==> src/rtl/counter_irq_ctrl_if.sv <==
// Load/enable/irq bundle between the irq controller, the counter it drives and the CPU status side.
// The controller uses the slave modport; whoever drives start/stop/ack/irq_in uses master.
interface counter_irq_ctrl_if #(
    parameter int WIDTH = 8,
    parameter int CNT_W = 8
);
    logic             start;
    logic             stop;
    logic             ack;
    logic             auto_reload;
    logic             irq_en;
    logic [WIDTH-1:0] reload_value;
    logic             irq_in;
    logic             load;
    logic [WIDTH-1:0] load_value;
    logic             enable;
    logic             irq_pending;
    logic             irq_out;
    logic             overrun;
    logic [CNT_W-1:0] event_count;
    logic             busy;

    modport slave (
        input  start, stop, ack, auto_reload, irq_en, reload_value, irq_in,
        output load, load_value, enable, irq_pending, irq_out, overrun, event_count, busy
    );

    modport master (
        output start, stop, ack, auto_reload, irq_en, reload_value, irq_in,
        input  load, load_value, enable, irq_pending, irq_out, overrun, event_count, busy
    );
endinterface

==> src/rtl/counter_irq_ctrl.sv <==
// Consumer of a counter's irq: edge-detects it, tracks pending/overrun/event count,
// and either auto-reloads the counter or parks it until software acks.
//
// state    | meaning
// IDLE     | counter disabled, waiting for start
// LOAD     | one-cycle load strobe with load_value
// RUN      | counter enabled, waiting for an irq edge
// WAIT_ACK | counter halted after an irq, waiting for ack
module counter_irq_ctrl #(
    parameter int WIDTH = 8,
    parameter int CNT_W = 8
) (
    input logic                clk,
    input logic                rst_n,
    counter_irq_ctrl_if.slave  bus
);
    localparam logic [1:0] S_IDLE     = 2'd0;
    localparam logic [1:0] S_LOAD     = 2'd1;
    localparam logic [1:0] S_RUN      = 2'd2;
    localparam logic [1:0] S_WAIT_ACK = 2'd3;

    logic [1:0]       state, state_nxt;
    logic             irq_q;
    logic             irq_edge;
    logic             clear_stats;
    logic             pending_q, pending_nxt;
    logic             overrun_q, overrun_nxt;
    logic [CNT_W-1:0] count_q, count_nxt, count_base;
    logic [WIDTH-1:0] load_value_q;

    assign irq_edge    = bus.irq_in & ~irq_q;
    assign clear_stats = ~bus.stop & (state == S_IDLE) & bus.start;

    always_comb begin
        state_nxt = state;
        if (bus.stop) begin
            state_nxt = S_IDLE;
        end else begin
            case (state)
                S_IDLE:     if (bus.start) state_nxt = S_LOAD;
                S_LOAD:     state_nxt = S_RUN;
                S_RUN:      if (irq_edge) state_nxt = bus.auto_reload ? S_LOAD : S_WAIT_ACK;
                S_WAIT_ACK: if (bus.ack) state_nxt = S_LOAD;
                default:    state_nxt = S_IDLE;
            endcase
        end
    end

    // A start clears the statistics first; an edge in that same cycle is then counted fresh.
    always_comb begin
        count_base  = clear_stats ? '0 : count_q;
        count_nxt   = count_base;
        overrun_nxt = clear_stats ? 1'b0 : overrun_q;
        pending_nxt = pending_q;
        if (irq_edge) begin
            pending_nxt = 1'b1;
            if (!(&count_base))
                count_nxt = count_base + {{(CNT_W-1){1'b0}}, 1'b1};
            if (pending_q && !bus.ack)
                overrun_nxt = 1'b1;
        end else if (bus.ack) begin
            pending_nxt = 1'b0;
        end
    end

    always_ff @(posedge clk) begin
        if (!rst_n) begin
            state        <= S_IDLE;
            irq_q        <= 1'b0;
            pending_q    <= 1'b0;
            overrun_q    <= 1'b0;
            count_q      <= '0;
            load_value_q <= '0;
        end else begin
            state     <= state_nxt;
            irq_q     <= bus.irq_in;
            pending_q <= pending_nxt;
            overrun_q <= overrun_nxt;
            count_q   <= count_nxt;
            // LOAD always exits to RUN, so every cycle headed for LOAD is a fresh entry.
            if (state_nxt == S_LOAD)
                load_value_q <= bus.reload_value;
        end
    end

    assign bus.load        = (state == S_LOAD);
    assign bus.enable      = (state == S_RUN);
    assign bus.busy        = (state != S_IDLE);
    assign bus.load_value  = load_value_q;
    assign bus.irq_pending = pending_q;
    assign bus.irq_out     = pending_q & bus.irq_en;
    assign bus.overrun     = overrun_q;
    assign bus.event_count = count_q;
endmodule
==> src/flat_wrapper.sv <==
// flat-port wrapper written by rule: the top's interface ports become plain ports
module counter_irq_ctrl_flat 
#(
    parameter int WIDTH = 8,
    parameter int CNT_W = 8
)
  (clk, rst_n, bus_start, bus_stop, bus_ack, bus_auto_reload, bus_irq_en, bus_reload_value, bus_irq_in, bus_load, bus_load_value, bus_enable, bus_irq_pending, bus_irq_out, bus_overrun, bus_event_count, bus_busy);
  counter_irq_ctrl_if #(.WIDTH(WIDTH), .CNT_W(CNT_W)) bus_i ();
  input logic clk;
  input logic rst_n;
  input wire logic [$bits(bus_i.start)-1:0] bus_start;
  input wire logic [$bits(bus_i.stop)-1:0] bus_stop;
  input wire logic [$bits(bus_i.ack)-1:0] bus_ack;
  input wire logic [$bits(bus_i.auto_reload)-1:0] bus_auto_reload;
  input wire logic [$bits(bus_i.irq_en)-1:0] bus_irq_en;
  input wire logic [$bits(bus_i.reload_value)-1:0] bus_reload_value;
  input wire logic [$bits(bus_i.irq_in)-1:0] bus_irq_in;
  output wire logic [$bits(bus_i.load)-1:0] bus_load;
  output wire logic [$bits(bus_i.load_value)-1:0] bus_load_value;
  output wire logic [$bits(bus_i.enable)-1:0] bus_enable;
  output wire logic [$bits(bus_i.irq_pending)-1:0] bus_irq_pending;
  output wire logic [$bits(bus_i.irq_out)-1:0] bus_irq_out;
  output wire logic [$bits(bus_i.overrun)-1:0] bus_overrun;
  output wire logic [$bits(bus_i.event_count)-1:0] bus_event_count;
  output wire logic [$bits(bus_i.busy)-1:0] bus_busy;
  assign bus_i.start = bus_start;
  assign bus_i.stop = bus_stop;
  assign bus_i.ack = bus_ack;
  assign bus_i.auto_reload = bus_auto_reload;
  assign bus_i.irq_en = bus_irq_en;
  assign bus_i.reload_value = bus_reload_value;
  assign bus_i.irq_in = bus_irq_in;
  assign bus_load = bus_i.load;
  assign bus_load_value = bus_i.load_value;
  assign bus_enable = bus_i.enable;
  assign bus_irq_pending = bus_i.irq_pending;
  assign bus_irq_out = bus_i.irq_out;
  assign bus_overrun = bus_i.overrun;
  assign bus_event_count = bus_i.event_count;
  assign bus_busy = bus_i.busy;
  counter_irq_ctrl #(.WIDTH(WIDTH), .CNT_W(CNT_W)) u_core (.clk(clk), .rst_n(rst_n), .bus(bus_i));
endmodule
==> config.mk <==
export PLATFORM = sky130hd
export DESIGN_NAME = counter_irq_ctrl_flat
export DESIGN_NICKNAME = d
export VERILOG_FILES = /design/src/rtl/counter_irq_ctrl_if.sv /design/src/rtl/counter_irq_ctrl.sv /design/src/flat_wrapper.sv
export SDC_FILE = /design/constraint.sdc
export NUM_CORES = 1
export LEC_CHECK = 0
export ABC_AREA = 0
export CORE_MARGIN = 2
export CORE_UTILIZATION = 41
export DETAILED_ROUTE_END_ITERATION = 16
export GPL_TIMING_DRIVEN = 0
export PLACE_DENSITY = 0.77
export SETUP_SLACK_MARGIN = 0.4
export SYNTH_ARGS = -nofsm -noshare
export SYNTH_HDL_FRONTEND = slang
export SYNTH_SLANG_ARGS = --single-unit
==> constraint.sdc <==
create_clock -name clk -period 1.6 [get_ports clk]
set_input_delay 0.32 -clock clk [delete_from_list [all_inputs] [get_ports clk]]
set_output_delay 0.32 -clock clk [all_outputs]
set_load 0.005 [all_outputs]
==> reports/qor.yml <==
nNetsFinal: 181
initial_utilization: 0.427
grt_first_pass_wirelength_um: 4380
synth-warning-count: 0
synth_top_area_frac: 0.454
routabilityCongestion: 0.758
grt_max_degree: 13
start_kind: "flip-flop"
dp_cells: 166
multi_input_area_um2: 592
path_class: "flip-flop to output pin"
netlist_area_um2: 926
ant_nets: 0
slowest_delay_ns: 0.35
status: "complete, no violations"
syn_inst: 101
drt_iter0_markers: 11
r2r_slack_ns: 0.21
stdcell_count: 192
routed_via_density: 5.14
finalCritPeriodShare: 0.882
grt.total_usage: 0.219
numCtsBuffers: 3
max_slew_margin: 0.800
wire_per_inst_um: 14.1
clk_latency_ns: 0.31
worstMarginPinSlew_ns: 0.298
regArea_um2: 454
setup_ws_ns: 0.189
hp-start: "bus_irq_in"
arrival_ns: 1.09
hold_path.class: "input port to flip-flop"
antenna_found_initial: 0
async_reset_ff_frac: 0
p_leak_nw: 0.681
dieArea_um2: 2650
synth.distinct_cells: 29
die_w_um: 51.5
cts.sinks: 21
fin_worst_skew_ns: 0.00433
cts_hold_repair.buffers: 0
htreeDepth: 1
synth-seq-area-share: 0.454
num-fill-cells: 170
path_buf_inv: 2
rsz0062_at_grt: "true"
yosys-top-cells-count: "nand2_1, dfxtp_1, mux2i_1"
cp_cell_sequence: "buf_6 -> and2b_2 -> buf_2"
area.growth.synth_to_final_pct: 76.6
rr_startpoint: "u_core.state[1]"
cts_buffer_depth: 2
synth_nets: 117
rr_endpoint: "u_core.bus.load_value[5]"
maxSlewViolCount: 0
ys_top_cells_by_area: "dfxtp_1, nand2_1, mux2i_1"
endpoint_kind: "output pin"
fin_total_pwr_mw: 1.01
port_buffers: 37
hold_depth: 2
yosysTopAreaCell: "dfxtp_1"
hold_violations: 0
io_pins: 38
grt_pass1_vias: 999
grt_overflow: 0
drt-pass1-iter-count: 4
worstPathRequired_ns: 1.28
final_layout_size_suffix_gt1_frac: 0.555
vias: 987
clock.fmax_mhz: 709
cp_top_family: "flip-flops"
max_cap_viol_count: 0
power_density_nw_per_um2: 617
ys_seq_elements: 21
synth_edf_count: 0
vdd_drop_max_v: 0.000715
diodes: 0
rows: 17
place_hpwl_um: 1510
min_to: "u_core.irq_q"
routed_wl_um: 2710
period_needed_ns: 1.41
clk_pin_slew_ns: 0.12
yosysMostFrequentCell: "nand2_1"
r2r.worst_path.cells: 7
crit_path_top_delay_cell: "dfxtp_2"
finalSetupViolations: 0
synthFlopType: "dfxtp_1"
cts_root_buf: "clkbuf_4"
coreArea_um2: 2170
syn_area_per_cell_um2: 9.17
worstPathMaxFanout: 3
die_y_um: 51.5
post-place-ws_ns: -0.229
drc: 0
cts_tree: "yes"
-- cells in the final DEF, fill, tap and decap left out, types with 3 or more instances in the layout --
| cell type | n |
|---|---|
| clkdlybuf4s15_1 | 5 |
| buf_2 | 4 |
| a21oi_1 | 5 |
| clkdlybuf4s50_1 | 13 |
| dfxtp_2 | 18 |
| buf_4 | 15 |
| clkbuf_2 | 12 |
| dfxtp_4 | 3 |
| buf_6 | 10 |
| clkbuf_4 | 3 |
| mux2i_1 | 8 |
| nand2_1 | 20 |
-- layout make-up --
class,instances,area share
Sequential cell,21,0.278
Inverter,1,0.00230
Tap cell,28,0.0214
Clock buffer,3,0.0138
Clock inverter,1,0.00306
Multi-Input combinational cell,76,0.362
Timing Repair Buffer,59,0.305
Buffer,3,0.0145
-- what timing repair did --
item / 4_1_cts / 5_1_grt
gates cloned: 0 / 0
pin swaps: 13 / 5
setup buffers: 19 / 3
setup endpoints to repair: 38 / 35
gates resized for setup: 94 / 27
-- cells by family after synthesis --
group | after synthesis | share of synthesized area
compound gates | 15 | 0.115
xor+xnor | 1 | 0.00946
buf+inv | 4 | 0.0257
flops | 21 | 0.454
mux | 8 | 0.0865
simple gates | 52 | 0.309
-- layer usage --
| metal | vias to the layer above | part of all wire | track usage |
|---|---|---|---|
| li1 | 480 | - | - |
| met1 | 471 | 0.44 | 0.285 |
| met2 | 32 | 0.49 | 0.376 |
| met3 | 4 | 0.056 | 0.0316 |
| met4 | 0 | 0.016 | 0.0658 |
| met5 | - | 0 | 0 |
-- report_power, final --
group / total (mW) / switching, mW / internal [mW] / leakage, nW
combinational: 0.199 / 0.0834 / 0.116 / 0.482
sequential: 0.554 / 0.0127 / 0.542 / 0.181
clock: 0.256 / 0.163 / 0.0935 / 0.0177
total: 1.01 / 0.259 / 0.751 / 0.681
-- state kept, by name, indices dropped and copies added (netlist names) --
| signal | cells |
|---|---|
| u_core.bus.load_value | 8 |
| u_core.irq_q | 1 |
| u_core.bus.irq_pending | 1 |
| u_core.bus.overrun | 1 |
| u_core.bus.event_count | 8 |
| u_core.state | 2 |
-- per-stage QoR --
| stage | setup TNS [ns] | instance area [um^2] | hold WS (ns) | util |
|---|---|---|---|---|
| 6_report | 0 | 1640 | 0.377 | 0.754 |
| 5_1_grt | 0 | 1640 | 0.400 | 0.754 |
| 4_1_cts | 0 | 1610 | 0.373 | 0.743 |
| 3_5_place_dp | -2.16 | 1350 | 0.453 | 0.621 |
| 3_3_place_gp | -1.95 | 1350 | 0.446 | 0.621 |
| 2_1_floorplan | 0 | 941 | 0.442 | - |
-- how the worst max path moves through the flow --
stage | start | endpoint | depth (start not counted)
after floorplan | u_core.state[0] | u_core.bus.load_value[0] | 4
after global routing | u_core.state[1] | u_core.bus.load_value[6] | 7
after global placement | bus_irq_in | u_core.bus.load_value[3] | 6
after CTS | u_core.state[1] | bus_enable | 3
after detailed placement | bus_irq_in | u_core.bus.load_value[5] | 6
final | u_core.state[1] | bus_enable | 3
No activity file was read; power rests on OpenSTA's default activity.
